`src/rtl/cfg_bank_pkg.sv`:
```
// cfg_bank_pkg: stream control words, header field layout and FSM state encoding
// shared by the config bank top and its stream decoder.
package cfg_bank_pkg;

  localparam logic [15:0] SYNC_WORD   = 16'hF5A5;
  localparam logic [15:0] UNSYNC_WORD = 16'hFA5A;

  localparam logic [1:0] OP_WR = 2'b00;
  localparam logic [1:0] OP_RD = 2'b01;

  localparam int HDR_OP_MSB   = 15;
  localparam int HDR_OP_LSB   = 14;
  localparam int HDR_ADDR_MSB = 13;
  localparam int HDR_ADDR_LSB = 8;
  localparam int HDR_CNT_MSB  = 7;
  localparam int HDR_CNT_LSB  = 0;

  localparam int ADDR_W = HDR_ADDR_MSB - HDR_ADDR_LSB + 1;
  localparam int CNT_W  = HDR_CNT_MSB - HDR_CNT_LSB + 1;

  typedef logic [1:0] state_t;

  localparam state_t ST_IDLE = 2'd0;
  localparam state_t ST_SYNC = 2'd1;
  localparam state_t ST_WR   = 2'd2;
  localparam state_t ST_RD   = 2'd3;

endpackage

```
`src/rtl/cfg_bank_fsm.sv`:
```
// cfg_bank_fsm: registers the host word stream, decodes sync/header words and
// walks the burst address/count for both write and readback bursts.
module cfg_bank_fsm
  import cfg_bank_pkg::*;
#(
  parameter int DW = 16
) (
  input  logic              clk_i,
  input  logic              rst_ni,
  input  logic              en_i,
  input  logic              wr_i,
  input  logic [DW-1:0]     data_i,
  input  logic              rd_ready_i,
  output logic              wr_en_o,
  output logic [ADDR_W-1:0] wr_addr_o,
  output logic [DW-1:0]     wr_data_o,
  output logic              commit_o,
  output logic [ADDR_W-1:0] rd_addr_o,
  output logic              rd_valid_o,
  output logic              busy_o
);

  logic              en_q;
  logic              wr_q;
  logic [DW-1:0]     data_q;
  state_t            state_q, state_d;
  logic [ADDR_W-1:0] addr_q, addr_d;
  logic [CNT_W-1:0]  cnt_q, cnt_d;

  logic              taken;
  logic              is_sync;
  logic              is_unsync;
  logic [1:0]        hdr_op;
  logic [ADDR_W-1:0] hdr_addr;
  logic [CNT_W-1:0]  hdr_cnt;

  assign taken     = en_q & wr_q;
  assign is_sync   = taken && (data_q == SYNC_WORD);
  assign is_unsync = taken && (data_q == UNSYNC_WORD);
  assign hdr_op    = data_q[HDR_OP_MSB:HDR_OP_LSB];
  assign hdr_addr  = data_q[HDR_ADDR_MSB:HDR_ADDR_LSB];
  assign hdr_cnt   = data_q[HDR_CNT_MSB:HDR_CNT_LSB];

  always_ff @(posedge clk_i or negedge rst_ni) begin
    if (!rst_ni) begin
      en_q   <= 1'b0;
      wr_q   <= 1'b0;
      data_q <= '0;
    end else begin
      en_q   <= en_i;
      wr_q   <= wr_i;
      data_q <= data_i;
    end
  end

  // Inside WR every taken word is payload, so sync/unsync words are only escapes elsewhere.
  always_comb begin
    state_d = state_q;
    addr_d  = addr_q;
    cnt_d   = cnt_q;
    case (state_q)
      ST_IDLE: begin
        if (is_sync) state_d = ST_SYNC;
      end
      ST_SYNC: begin
        if (is_unsync) begin
          state_d = ST_IDLE;
        end else if (taken && (hdr_cnt != '0) && ((hdr_op == OP_WR) || (hdr_op == OP_RD))) begin
          state_d = (hdr_op == OP_WR) ? ST_WR : ST_RD;
          addr_d  = hdr_addr;
          cnt_d   = hdr_cnt;
        end
      end
      ST_WR: begin
        if (taken) begin
          addr_d = addr_q + ADDR_W'(1);
          cnt_d  = cnt_q - CNT_W'(1);
          if (cnt_q == CNT_W'(1)) state_d = ST_SYNC;
        end
      end
      ST_RD: begin
        if (is_unsync) begin
          state_d = ST_IDLE;
        end else if (rd_ready_i) begin
          addr_d = addr_q + ADDR_W'(1);
          cnt_d  = cnt_q - CNT_W'(1);
          if (cnt_q == CNT_W'(1)) state_d = ST_SYNC;
        end
      end
      default: state_d = ST_IDLE;
    endcase
  end

  always_ff @(posedge clk_i or negedge rst_ni) begin
    if (!rst_ni) begin
      state_q <= ST_IDLE;
      addr_q  <= '0;
      cnt_q   <= '0;
    end else begin
      state_q <= state_d;
      addr_q  <= addr_d;
      cnt_q   <= cnt_d;
    end
  end

  assign wr_en_o    = (state_q == ST_WR) && taken;
  assign wr_addr_o  = addr_q;
  assign wr_data_o  = data_q;
  assign commit_o   = (state_q == ST_SYNC) && is_unsync;
  assign rd_addr_o  = addr_q;
  assign rd_valid_o = (state_q == ST_RD);
  assign busy_o     = (state_q == ST_WR) || (state_q == ST_RD);

endmodule

```
`src/rtl/cfg_bank.sv`:
```
// cfg_bank: NUM_REGS x DW config register bank fed by the USB word stream, with
// write strobes, self-clearing pulse bits and burst readback. Option: CFG_BANK_SHADOW_EN.
module cfg_bank
  import cfg_bank_pkg::*;
#(
  parameter int                         NUM_REGS   = 16,
  parameter int                         DW         = 16,
  parameter logic [NUM_REGS*DW-1:0]     RST_VEC    = '0,
  parameter logic [NUM_REGS*DW-1:0]     PULSE_MASK = '0
) (
  input  logic                   usb_clk,
  input  logic                   usb_rst_n,
  input  logic                   usb_en,
  input  logic                   usb_wr,
  input  logic [DW-1:0]          usb_data,
  output logic [NUM_REGS*DW-1:0] cfg_bus,
  output logic [NUM_REGS-1:0]    cfg_wr_pulse,
  output logic                   rd_valid,
  output logic [DW-1:0]          rd_data,
  input  logic                   rd_ready,
  output logic                   busy
);

  logic              wr_en;
  logic [ADDR_W-1:0] wr_addr;
  logic [DW-1:0]     wr_data;
  logic              commit;
  logic [ADDR_W-1:0] rd_addr;

  logic [NUM_REGS*DW-1:0] act_q, act_d;
  logic [NUM_REGS-1:0]    pulse_q, pulse_d;
  logic [NUM_REGS-1:0]    wr_hit;
  logic [NUM_REGS*DW-1:0] rd_src;
  logic [DW-1:0]          rd_word;

  cfg_bank_fsm #(.DW(DW)) u_fsm (
    .clk_i      (usb_clk),
    .rst_ni     (usb_rst_n),
    .en_i       (usb_en),
    .wr_i       (usb_wr),
    .data_i     (usb_data),
    .rd_ready_i (rd_ready),
    .wr_en_o    (wr_en),
    .wr_addr_o  (wr_addr),
    .wr_data_o  (wr_data),
    .commit_o   (commit),
    .rd_addr_o  (rd_addr),
    .rd_valid_o (rd_valid),
    .busy_o     (busy)
  );

  // Addresses at or beyond NUM_REGS match no slot, which silently drops the write.
  always_comb begin
    wr_hit = '0;
    for (int i = 0; i < NUM_REGS; i++) begin
      wr_hit[i] = wr_en && (wr_addr == ADDR_W'(i));
    end
  end

`ifdef CFG_BANK_SHADOW_EN
  logic [NUM_REGS*DW-1:0] shadow_q;
  logic [NUM_REGS-1:0]    dirty_q;

  always_ff @(posedge usb_clk or negedge usb_rst_n) begin
    if (!usb_rst_n) begin
      shadow_q <= RST_VEC;
      dirty_q  <= '0;
    end else begin
      for (int i = 0; i < NUM_REGS; i++) begin
        if (wr_hit[i]) begin
          shadow_q[i*DW +: DW] <= wr_data;
          dirty_q[i]           <= 1'b1;
        end else if (commit) begin
          dirty_q[i]           <= 1'b0;
        end
      end
    end
  end

  always_comb begin
    act_d = act_q & ~PULSE_MASK;
    if (commit) act_d = shadow_q;
    pulse_d = commit ? dirty_q : '0;
  end

  assign rd_src = shadow_q;
`else
  logic unused_commit;
  assign unused_commit = commit;

  always_comb begin
    act_d = act_q & ~PULSE_MASK;
    for (int i = 0; i < NUM_REGS; i++) begin
      if (wr_hit[i]) act_d[i*DW +: DW] = wr_data;
    end
    pulse_d = wr_hit;
  end

  assign rd_src = act_q;
`endif

  always_ff @(posedge usb_clk or negedge usb_rst_n) begin
    if (!usb_rst_n) begin
      act_q   <= RST_VEC;
      pulse_q <= '0;
    end else begin
      act_q   <= act_d;
      pulse_q <= pulse_d;
    end
  end

  always_comb begin
    rd_word = '0;
    for (int i = 0; i < NUM_REGS; i++) begin
      if (rd_addr == ADDR_W'(i)) rd_word = rd_src[i*DW +: DW];
    end
  end

  assign cfg_bus      = act_q;
  assign cfg_wr_pulse = pulse_q;
  assign rd_data      = rd_valid ? rd_word : '0;

endmodule

```
`config.mk`:
```
export PLATFORM = sky130hd
export DESIGN_NAME = cfg_bank
export DESIGN_NICKNAME = d
export VERILOG_FILES = /design/src/rtl/cfg_bank_pkg.sv /design/src/rtl/cfg_bank_fsm.sv /design/src/rtl/cfg_bank.sv
export SDC_FILE = /design/constraint.sdc
export NUM_CORES = 1
export LEC_CHECK = 0
export CAP_MARGIN = 20
export CORE_MARGIN = 2
export CORE_UTILIZATION = 30
export CTS_CLUSTER_DIAMETER = 30
export CTS_CLUSTER_SIZE = 16
export DETAILED_ROUTE_END_ITERATION = 8
export SLEW_MARGIN = 20
export SYNTH_ARGS = -nofsm -noshare
export SYNTH_HDL_FRONTEND = slang
export SYNTH_SLANG_ARGS = --single-unit
```
`constraint.sdc`:
```
create_clock -name usb_clk -period 3.7 [get_ports usb_clk]
set_clock_uncertainty 0.2 [all_clocks]
set_input_delay 0.925 -clock usb_clk [delete_from_list [all_inputs] [get_ports usb_clk]]
set_output_delay 0.925 -clock usb_clk [all_outputs]
set_load 0.01 [all_outputs]
```
**Word-level counts from Yosys, hierarchy flattened**

Index checks and enable logic that the tools add are counted.

- Memories: 0
- Bits in writable memories: 0
- Bits in latches: 0
- Bits in read-only memories: 0
- Input port bits: 21
- Bits in registers: 306
- Output and inout bits: 290

- Div/mod/pow operators: 0
- Multiply operators: 0
- Bitwise operators: 1
- Order comparisons: 0
- Reductions and logical operators: 30
- Shift-type cells: 0
- Eq/ne operators: 30
- Add/subtract/negate cells: 2
- Multiplexer cells: 38

Operators with widths:

| cell | number |
|---|---|
| $mux W16 | 17 |
| $eq A6 B4 Y1 const B | 8 |
| $mux W8 | 5 |
| $eq A16 B16 Y1 const B | 2 |
| $mux W6 | 5 |
| $eq A6 B3 Y1 const B | 4 |
| $pmux W8 S3 | 1 |
| $logic_and A1 B1 Y1 | 21 |
| $pmux W6 S3 | 1 |
| $mux W2 | 7 |
| $eq A6 B2 Y1 const B | 2 |
| $eq A8 B1 Y1 const B | 1 |
| $ne A2 B1 Y1 const B | 4 |
| $pmux W2 S4 | 1 |
| $reduce_bool A8 Y1 | 1 |
| $sub A8 B1 Y8 const B | 1 |
| $add A6 B1 Y6 const B | 1 |
| $eq A6 B1 Y1 const B | 1 |
| $logic_not A6 Y1 | 1 |
| $ne A3 B1 Y1 const B | 2 |
| $reduce_and A6 Y1 | 1 |
| $eq A2 B1 Y1 const B | 2 |
| $eq A2 B2 Y1 const B | 2 |
| $logic_not A2 Y1 | 2 |
| other kinds (6) | 8 |

**Logic depth before layout (Yosys ltp)**

Gate-level depths: netlist of the first run.

- Depth in word-level cells: 18
- Depth in mapped cells: 10

**Cells and area by module**

A second synthesis of the first run with hierarchy kept.

- Cell total of the unflattened synthesis: 1117
- Area total of the unflattened synthesis: 14248.7 sq um

By module, submodules not included:

| module | times used | area an instance (sq um) | cells an instance | sequential area each (sq um) |
|---|---|---|---|---|
| cfg_bank | 1 | 12513.3 | 951 | 6806.5 |
| cfg_bank_fsm | 1 | 1735.4 | 166 | 850.8 |

**Worst setup path after synthesis of the first run**

No wires, ideal clock.

- Kind: reg2out
- Start point: register u_fsm.addr_q[0] (netlist: u_fsm.rd_addr_o[0])
- End point: output rd_data[14]
- Path buffers: 2
- Arrival time: 2.459 ns
- Setup slack: 0.116 ns
- Stages on the path, launching flop included: 11
- Path through: dfrtp_1 inv_1 ha_1 or3b_1 clkbuf_1 nor4_4 buf_2 a221oi_1 o31ai_1 a21oi_1 o21ai_0

- Longest elaborated chain between the ends: 18
- Elaborated cells on any way between the ends: 33

RTL lines:

| element | RTL line | RTL |
|---|---|---|
| from (decl) | cfg_bank_fsm.sv:27 | `logic [ADDR_W-1:0] addr_q, addr_d;` |
| from (signal assigned) | cfg_bank_fsm.sv:101 | `addr_q <= addr_d;` |
| $logic_not A6 Y1 | cfg_bank.sv:115 | `if (rd_addr == ADDR_W'(i)) rd_word = rd_src[i*DW +: DW];` |
| $mux W16 (15 in series) | cfg_bank.sv:115 |  |
| $mux W16 (*) | cfg_bank.sv:115 |  |
| $mux W16 (*) | cfg_bank.sv:121 | `assign rd_data = rd_valid ? rd_word : '0;` |
| to (decl) | cfg_bank.sv:19 | `output logic [DW-1:0] rd_data,` |

Every way passes the cells marked *; elsewhere a longest branch is shown, timed or not.

**Worst setup path in the final report of the first run**

- Start point: register u_fsm.addr_q[0] (netlist: u_fsm.rd_addr_o[0])
- End point: output rd_data[0]

Same word-level chain as after synthesis.

==> metrics.md, run 1 <==
| Metric | Value |
|---|---|
| Status | complete, but fails checks |
| Violated checks | negative setup slack |
| # clock sinks | 306 |
| Vias per cell | 5.37 |
| RSZ-0062 raised after global routing | true |
| Clock slew at reported path FFs | 40 ps |
| Slowest-stage cell, CP | dfrtp_1 |
| Startpoint Class | register |
| Sequential element share of the synthesized area | 54.6% |
| Number of DRC markers in iteration 0 | 1361 |
| CP Cell Sequence | inv_2, ha_4, or3b_4, nor4_4, buf_4, buf_6, buf_6, a221oi_1, o211ai_1, a31oi_2, nor3_2, buf_2 |
| Fin nets | 1789 |
| Overall routed net length | 63.5 mm |
| Non-Filler Instances | 2431 |
| DP Worst Slack | -731 ps |
| Register area | 7660 sq um |
| Setup crit end kind | primary output |
| Core Util, Final | 49.2% |
| DRT Pass-1 Iters | 5 |
| Max-slew violations | 0 |
| Max Cap Viol | 0 |
| Main synth FF type | dfrtp_1 |
| CP delay by family, top | simple AND/OR/NAND/NOR gates |
| Rel. slew slack | 49.2% |
| Metal2 WL | 30.6 mm |
| Metal-1 WL | 26.6 mm |
| Power per cell area | 783 nW/um^2 |
| Worst R2R Start | u_fsm.wr_data_o[12]$_DFF_PN0_ |
| Top layer used by detailed routing | met4 |
| Area Growth Syn to Fin | 62.8% |
| Count leader, synth | dfrtp_1 |
| Die area | 48500 sq um |
| Yosys cell types | 75 |
| Max Clk Rate | 232 MHz |
| Ant diodes | 0 |
| WL per Instance | 26.1 um |
| First-pass GRT wire length | 91.0 mm |
| Row count | 79 |
| Hold buffer count at cts | 0 |
| H-tree depth | 3 |
| Async set-reset flop share out of synthesis | 100% |
| Placed insts | 2278 |
| Final HPWL from detailed placement | 47.7 mm |
| Synth cell count leaders | dfrtp_1, mux2_2, nand2_1 |
| Worst-path fanout max | 4 |
| Layout cells sized above 1 | 40.6% |
| Gr ovfl total | 0 |
| Gr usage total | 26.1% |
| DIE WIDTH | 220 um |
| Clock Tree Buf Depth | 3 |
| PnR worst setup slack | -603 ps |
| Worst-Margin Slew | 761 ps |
| Critical path class | reg2out |
| Setup TNS | -7530 ps |
| Routed via count | 13000 |
| Leading area contributor after synthesis | dfrtp_1 |
| WL met3 | 4.18 mm |
| VDD IR max | 398 uV |
| Die H | 220 um |
| Most area-consuming cells after synthesis | dfrtp_1, mux2_2, nand2_1 |
| CTS root buf | clkbuf_16 |
| Starting Density | 30.2% |
| DRC viols | 0 |
| Critical path's most frequent cell | buf_6 |
| Worst Setup SP | u_fsm.rd_addr_o[0]$_DFFE_PN0P_ |
| Bufs and invs on worst path | 5 |
| Fillers | 4214 |
| Footprint of the multi-input gates | 6660 sq um |
| Mapped Avg Cell Area | 11.6 sq um |
| Vias in the first global route | 13400 |
| Mapped Cells | 1210 |
| Initial antenna violation count | 0 |
| IO buf count | 310 |
| Arr. time, crit path | 3180 ps |
| Setup violations, final | 16 |
| Final hold violation count | 0 |
| Ports | 311 |
| Mapped cell area | 14000 sq um |
| TritonCTS Buffers | 77 |
| Post-synth top area share | 54.6% |
| Final min period | 4300 ps |
| CP max stage delay | 400 ps |
| CP required | 2570 ps |
| #FFs+latches synth | 306 |
| Worst Hold Class | in2async |
| Worst skew pair latency | 580 ps |
| Tcrit/Tclk final | 116% |
| Leak | 0.0103 uW |
| EDFF count, synth | 0 |
| Core area | 46400 sq um |
| Antenna Nets Post-Route | 0 |
| CTS tree | yes |
| Syn_nets | 1237 |
| Routability-driven placement congestion ratio | 0.933 |
| Largest net degree at the start of global routing | 80 |
| Synthesis Warnings | 0 |
==> layer usage <==
| metal | up-vias | global-route usage, % |
|---|---|---|
| li1 | 5647 | - |
| met1 | 6696 | 33.8 |
| met2 | 595 | 42.7 |
| met3 | 105 | 5.66 |
| met4 | 0 | 9.84 |
| met5 | - | 0 |
==> layout make-up <==
cell class | count | share of cell area (%)
Timing Repair Buffer | 556 | 22.2
Clock buffer | 99 | 9.47
Inverter | 20 | 0.329
Clock inverter | 42 | 1.92
Multi-Input combinational cell | 801 | 29.2
Sequential cell | 306 | 33.6
Tap cell | 607 | 3.33
==> power breakdown <==
| part | switching [uW] | internal (uW) | total, uW |
|---|---|---|---|
| registers | 834 | 4020 | 4860 |
| clock network | 2060 | 4530 | 6590 |
| logic | 3200 | 3230 | 6430 |
| total | 6090 | 11800 | 17900 |
==> path summary, 6_finish.rpt <==
kind	endpoint	slack [ps]	cells past startpoint
min in group usb_clk	cfg_bus[150]$_DFFE_PN0P_	310	2
max	rd_data[0]	-600	12
min reg2reg	cfg_bus[150]$_DFFE_PN0P_	310	2
max reg2reg	u_fsm.rd_addr_o[5]$_DFFE_PN0P_	550	6
min	cfg_wr_pulse[11]$_DFF_PN0_	80	1
max in group asynchronous	u_fsm.wr_data_o[10]$_DFF_PN0_	2330	2
==> layout by cell type (no fill, tap or decap), types with 10 or more instances in the layout <==
master,instances
dfrtp_1,304
clkdlybuf4s50_1,293
buf_4,222
mux2_2,220
nand2_1,95
clkbuf_16,78
nor2_1,71
o21ai_0,61
buf_6,26
a221oi_1,25
a21oi_1,24
a22oi_1,19
nor3_1,17
inv_1,15
clkinv_2,15
nand3_1,14
o22ai_1,13
o21ai_1,13
clkbuf_8,13
a221o_1,11
a21oi_2,10
==> repair_timing <==
action | in CTS | in global routing
pin swaps | 35 | 29
setup buffers | 11 | 6
endpoints found under the setup margin | 16 | 16
resized for setup | 197 | 47
==> state kept, by name, summed over array words and instances, names as in the netlist <==
name / cells
cfg_bus: 256
cfg_wr_pulse: 16
u_fsm.wr_data_o: 16
u_fsm.cnt_q: 8
u_fsm.rd_addr_o: 6
u_fsm.state_q: 2
u_fsm.en_q: 1
u_fsm.wr_q: 1
==> metrics by stage <==
step	instance area, sq um	power [uW]	hold WS, ps
floorplan	14000	6980	303
global placement	19400	10500	290
detailed placement	19400	10600	296
CTS	22600	17700	121
global route	22800	18600	131
finish	22800	17900	82.2
==> cells by family after synthesis <==
logic type,after synthesis,synth area share (%)
DFF,306,54.6
and+or+nand+nor,293,10.1
AOI/OAI and AO/OA,280,13.9
muxes,222,17.8
buffers and inverters,103,3.05
adders and majority gates,6,0.536
==> worst reg2reg max path: stages, from the launching register on <==
cell and delay [ps]:
dfrtp_1 680, inv_2 160, or4_4 580, o41a_1 520
o21ai_4 350, nor2_4 130, a221oi_1 390
Note: power is estimated with default switching activity, not from simulation.
==> inputs of run 2 (changes only) <==
--- a/config.mk
+++ b/config.mk
@@ -11,6 +11,8 @@
 export CTS_CLUSTER_DIAMETER = 30
 export CTS_CLUSTER_SIZE = 16
 export DETAILED_ROUTE_END_ITERATION = 8
+export PLACE_DENSITY = 0.63
+export SETUP_SLACK_MARGIN = 0.2
 export SLEW_MARGIN = 20
 export SYNTH_ARGS = -nofsm -noshare
 export SYNTH_HDL_FRONTEND = slang
==> constraint.sdc (replaced) <==
create_clock -name usb_clk -period 3.61 [get_ports usb_clk]
set_clock_uncertainty 0.2 [all_clocks]
set_input_delay 0.9025 -clock usb_clk [delete_from_list [all_inputs] [get_ports usb_clk]]
set_output_delay 0.9025 -clock usb_clk [all_outputs]
set_load 0.01 [all_outputs]
==> run 2 against run 1 <==
  * Highest routed layer unchanged
  * Die area is the same
  * Setup slack gained 21 ps
  * Worst hold slack gained 73 ps
  * Clock power shrank 0.9%
  * Sequential power grew 2%
  * Clock-buffer cell count shrank 5
  * Wire length grew 0.49%
  * Global-route usage shrank 0.052 points
  * Largest power group is now combinational logic
  * Via count grew 0.58%
  * The flow still finishes with violations (negative setup slack)
  * Combinational power grew 3.9%
==> metrics.md, run 2 (synthesis results as in run 1) <==
| Metric | Value |
|---|---|
| Worst skew pair latency | 580 ps |
| Hold buffer count at cts | 0 |
| Routed via count | 13100 |
| Layout cells sized above 1 | 40.2% |
| Clock Tree Buf Depth | 3 |
| Final min period | 4190 ps |
| Commonest non-fill, non-tap cell in the layout | dfrtp_1 |
| First-pass GRT wire length | 90.9 mm |
| # clock sinks | 306 |
| Antenna Nets Post-Route | 0 |
| Ports | 311 |
| Rel. slew slack | 51.4% |
| Row count | 79 |
| Vias per cell | 5.42 |
| Number of DRC markers in iteration 0 | 1104 |
| Arr. time, crit path | 3090 ps |
| Tcrit/Tclk final | 116% |
| Power per cell area | 799 nW/um^2 |
| Initial antenna violation count | 2 |
| R2R depth | 6 |
| Setup crit end kind | primary output |
| VDD IR max | 398 uV |
| Non-Filler Instances | 2421 |
| Starting Density | 30.2% |
| Critical path class | reg2out |
| Violated checks | negative setup slack |
| Startpoint Class | register |
| Power after layout | 18200 uW |
| WL per Instance | 26.3 um |
| Core area | 46400 sq um |
| Max Cap Viol | 0 |
| CTS tree | yes |
| RSZ-0062 raised after global routing | true |
| Max-slew violations | 0 |
| DRC viols | 0 |
| Worst Hold Class | in2async |
| Routability-driven placement congestion ratio | 0.932 |
| Die H | 220 um |
| Vias in the first global route | 13500 |
| Clock slew at reported path FFs | 50 ps |
| Worst-Margin Slew | 730 ps |
| Final hold violation count | 0 |
| Leak | 0.0103 uW |
| Placed insts | 2269 |
| Area Growth Syn to Fin | 62.5% |
| PnR worst setup slack | -582 ps |
| Final HPWL from detailed placement | 47.7 mm |
| Most frequent cells in the layout | dfrtp_1, clkdlybuf4s50_1, mux2_2 |
| Max FFs per register | 256 |
| CTS root buf | clkbuf_16 |
| Largest net degree at the start of global routing | 85 |
| Gr ovfl total | 0 |
| IO buf count | 310 |
| DRT Pass-1 Iters | 5 |
| CP required | 2510 ps |
| DIE WIDTH | 220 um |
| Hold slack | 155 ps |
| Max Clk Rate | 239 MHz |
| Setup violations, final | 16 |
| Gr usage total | 26.0% |
| Die area | 48500 sq um |
| Status | complete, but fails checks |
| Fin nets | 1781 |
| H-tree depth | 3 |
| Overall routed net length | 63.8 mm |
| TritonCTS Buffers | 74 |
| Worst-path fanout max | 5 |
[run 2: routing by layer]
metal / share of wire (%) / up-vias / global-route usage [%] / wire length, um
met3: 7.9 / 155 / 6.71 / 5030
met4: 4.5 / 0 / 12.3 / 2840
met1: 40 / 6698 / 32.8 / 25600
met5: 0 / - / 0 / 0
met2: 48 / 635 / 41.7 / 30300
li1: - / 5630 / - / -
[run 2: where the power goes]
group          leakage (uW)  internal (uW)  total (uW)  switching [uW]
Clock               0.00120           4400        6530            2130
Combinational       0.00491           3380        6680            3300
Sequential          0.00417           4120        4980             861
Total                0.0103          11900       18200            6300
[run 2: final timing paths]
kind | start | end | slack [ps]
max in group asynchronous | usb_rst_n | u_fsm.rd_addr_o[4]$_DFFE_PN0P_ | 2210
min in group usb_clk | cfg_bus[147]$_DFFE_PN0P_ | cfg_bus[147]$_DFFE_PN0P_ | 320
min | usb_rst_n | u_fsm.wr_data_o[15]$_DFF_PN0_ | 150
min reg2reg | cfg_bus[147]$_DFFE_PN0P_ | cfg_bus[147]$_DFFE_PN0P_ | 320
max reg2reg | u_fsm.wr_data_o[12]$_DFF_PN0_ | u_fsm.cnt_q[3]$_DFFE_PN0P_ | 430
max | u_fsm.rd_addr_o[0]$_DFFE_PN0P_ | rd_data[9] | -580
[run 2: final cells by class]
class	instances	area [sq um]
Multi-Input combinational cell	801	6710
Fill cell	4137	23600
Timing Repair Buffer	551	5080
Antenna cell	2	5.00
Tap cell	607	759
Clock inverter	40	427
Clock buffer	94	2060
Sequential cell	306	7660
Inverter	20	75.1
[run 2: critical path, stage by stage (launching register included)]
cell and delay (ps):
dfrtp_1 380, inv_2 100, ha_4 130, or3b_4 380, buf_4 160, nor2_4 120, buf_6 150, nor3_1 80
o41ai_4 460, a31oi_4 160, buf_6 150, o22ai_4 110, buf_6 120
[run 2: what timing repair did]
action,in CTS,in global routing
setup buffers,9,7
setup endpoints to repair,17,17
resized for setup,203,39
pin swaps,49,32
[run 2: stage by stage]
stage          TNS (ps)  utilization (%)  worst slack, ps  instance area (sq um)
6_report          -8180             49.1             -582                  22800
5_1_grt           -9630             49.1             -671                  22800
4_1_cts           -8580             48.5             -620                  22500
3_5_place_dp      -9300             41.8             -890                  19400
3_3_place_gp      -8940             41.8             -838                  19400
2_1_floorplan         0                -              203                  14000
==> inputs of run 3 (changes only) <==
==> constraint.sdc (replaced) <==
create_clock -name usb_clk -period 3.61 [get_ports usb_clk]
set_clock_uncertainty 0.2 [all_clocks]
set_input_delay 0.722 -clock usb_clk [delete_from_list [all_inputs] [get_ports usb_clk]]
set_output_delay 0.722 -clock usb_clk [all_outputs]
set_load 0.01 [all_outputs]
==> run 3 against run 2 <==
  * The flow still finishes with violations (negative setup slack)
  * Sequential power increased by 0.8%
  * Utilization increased by 0.82 points
  * Clock power increased by 12%
  * Setup slack improved by 250 ps
  * Largest cell class unchanged
==> metrics.md, run 3 (synthesis results as in run 1) <==
| Metric | Value |
|---|---|
| Ports | 311 |
| Max FFs per register | 256 |
| # clock sinks | 306 |
| VDD IR max | 344 uV |
| Min-delay src | cfg_bus[151]$_DFFE_PN0P_ |
| Layout cells sized above 1 | 41.5% |
| Violated checks | negative setup slack |
| DRT Pass-1 Iters | 5 |
| DRC viols | 0 |
| Status | complete, but fails checks |
| Max-slew violations | 0 |
| Arr. time, crit path | 3020 ps |
| IO buf count | 310 |
| Vias per cell | 5.42 |
| Ant diodes | 0 |
| Overall routed net length | 63.9 mm |
| Commonest non-fill, non-tap cell in the layout | dfrtp_1 |
| Fillers | 4040 |
| Core area | 46400 sq um |
| Gr ovfl total | 0 |
| WL per Instance | 26.3 um |
| Antenna Nets Post-Route | 0 |
| Clock slew at reported path FFs | 40 ps |
| Largest net degree at the start of global routing | 87 |
| Worst-Margin Slew | 919 ps |
| H-tree depth | 3 |
| Number of DRC markers in iteration 0 | 1309 |
| Final HPWL from detailed placement | 47.1 mm |
| CTS root buf | clkbuf_16 |
| Routability-driven placement congestion ratio | 0.914 |
| Most used routing layer | met2 |
| Die area | 48500 sq um |
| Critical path class | reg2out |
| GRT met3 Usage | 5.75% |
| First-pass GRT wire length | 91.9 mm |
| Row count | 79 |
| Routed via count | 13200 |
| Setup TNS | -4430 ps |
| Final hold violation count | 0 |
| Startpoint Class | register |
| Clock Tree Buf Depth | 3 |
| Worst-path fanout max | 9 |
| DP Worst Slack | -663 ps |
| TritonCTS Buffers | 78 |
| RSZ-0062 raised after global routing | true |
| Tcrit/Tclk final | 109% |
| Max Cap Viol | 0 |
| Power per cell area | 818 nW/um^2 |
| Worst Hold Class | reg2reg |
| Most frequent cells in the layout | dfrtp_1, clkdlybuf4s50_1, mux2_2 |
| Met1 Track Usage GR | 33.6% |
| Leak | 0.0105 uW |
| CP required | 2690 ps |
| Worst skew pair latency | 580 ps |
| DIE WIDTH | 220 um |
| Setup violations, final | 16 |
| Setup crit end kind | primary output |
| Vias in the first global route | 13600 |
| GR Util met2 | 42.2% |
| Fin nets | 1789 |
| Max Clk Rate | 254 MHz |
| Starting Density | 30.2% |
| Final min period | 3940 ps |
| PnR worst setup slack | -329 ps |
| Gr usage total | 26.0% |
| Rel. slew slack | 38.8% |
| CTS tree | yes |
| Initial antenna violation count | 0 |
| Die H | 220 um |
| Worst R2R Start | u_fsm.wr_data_o[12]$_DFF_PN0_ |
| Area Growth Syn to Fin | 65.2% |
| Worst Setup SP | u_fsm.rd_addr_o[5]$_DFFE_PN0P_ |
## run 3: worst paths after layout
check	to	slack, ps	cells past startpoint
max reg2reg	u_fsm.cnt_q[3]$_DFFE_PN0P_	430	6
min reg2reg	cfg_bus[151]$_DFFE_PN0P_	310	2
max in group asynchronous	cfg_bus[28]$_DFFE_PN0P_	1780	3
min	cfg_bus[151]$_DFFE_PN0P_	310	2
max	rd_data[9]	-330	11
min in group asynchronous	cfg_bus[200]$_DFFE_PN0P_	580	2
## run 3: where the power goes
part / internal (uW) / switching, uW / leakage (uW)
combinational: 3360 / 3260 / 0.00495
sequential: 4120 / 896 / 0.00417
clock: 5190 / 2120 / 0.00135
total: 12700 / 6280 / 0.0105
## run 3: through the flow
stage,util [%],std cells,hold WS [ps],total power [uW],cell area (sq um)
after floorplan,-,1210,226,7150,14000
after global routing,50.0,2428,334,19700,23200
final,50.0,2428,309,19000,23200
after global placement,41.7,2269,288,10700,19300
after detailed placement,41.7,2269,296,10800,19300
after CTS,49.0,2422,308,18700,22700
## run 3: metal layers
| metal | up-vias | part of all wire, % |
|---|---|---|
| li1 | 5638 | - |
| met1 | 6687 | 40 |
| met2 | 701 | 48 |
| met3 | 140 | 8.7 |
| met4 | 0 | 3.7 |
| met5 | - | 0 |
## run 3: timing repair
item | in CTS | in global routing
pin swaps | 56 | 40
endpoints found under the setup margin | 17 | 17
endpoints found under the hold margin | 13 | 0
gates cloned | 0 | 0
hold buffers | 1 | 0
buffers inserted | 13 | 6
resized for setup | 194 | 78
## run 3: worst max-delay path, cell delays in order, from the launching register on
cell	delay [ps]
dfrtp_2	470
buf_4	170
or2_2	370
nor3_4	270
buf_6	190
a221oi_4	40
o311ai_2	260
buf_4	180
a31oi_4	100
buf_6	150
o22ai_2	90
buf_2	160
## run 3: area by class of cell
type,count,area (sq um),share of cell area [%]
Clock inverter,38,576,2.49
Timing Repair Buffer,555,5110,22.1
Tap cell,607,759,3.28
Clock buffer,101,2200,9.50
Inverter,20,75.1,0.324
Multi-Input combinational cell,801,6770,29.3
Sequential cell,306,7660,33.1
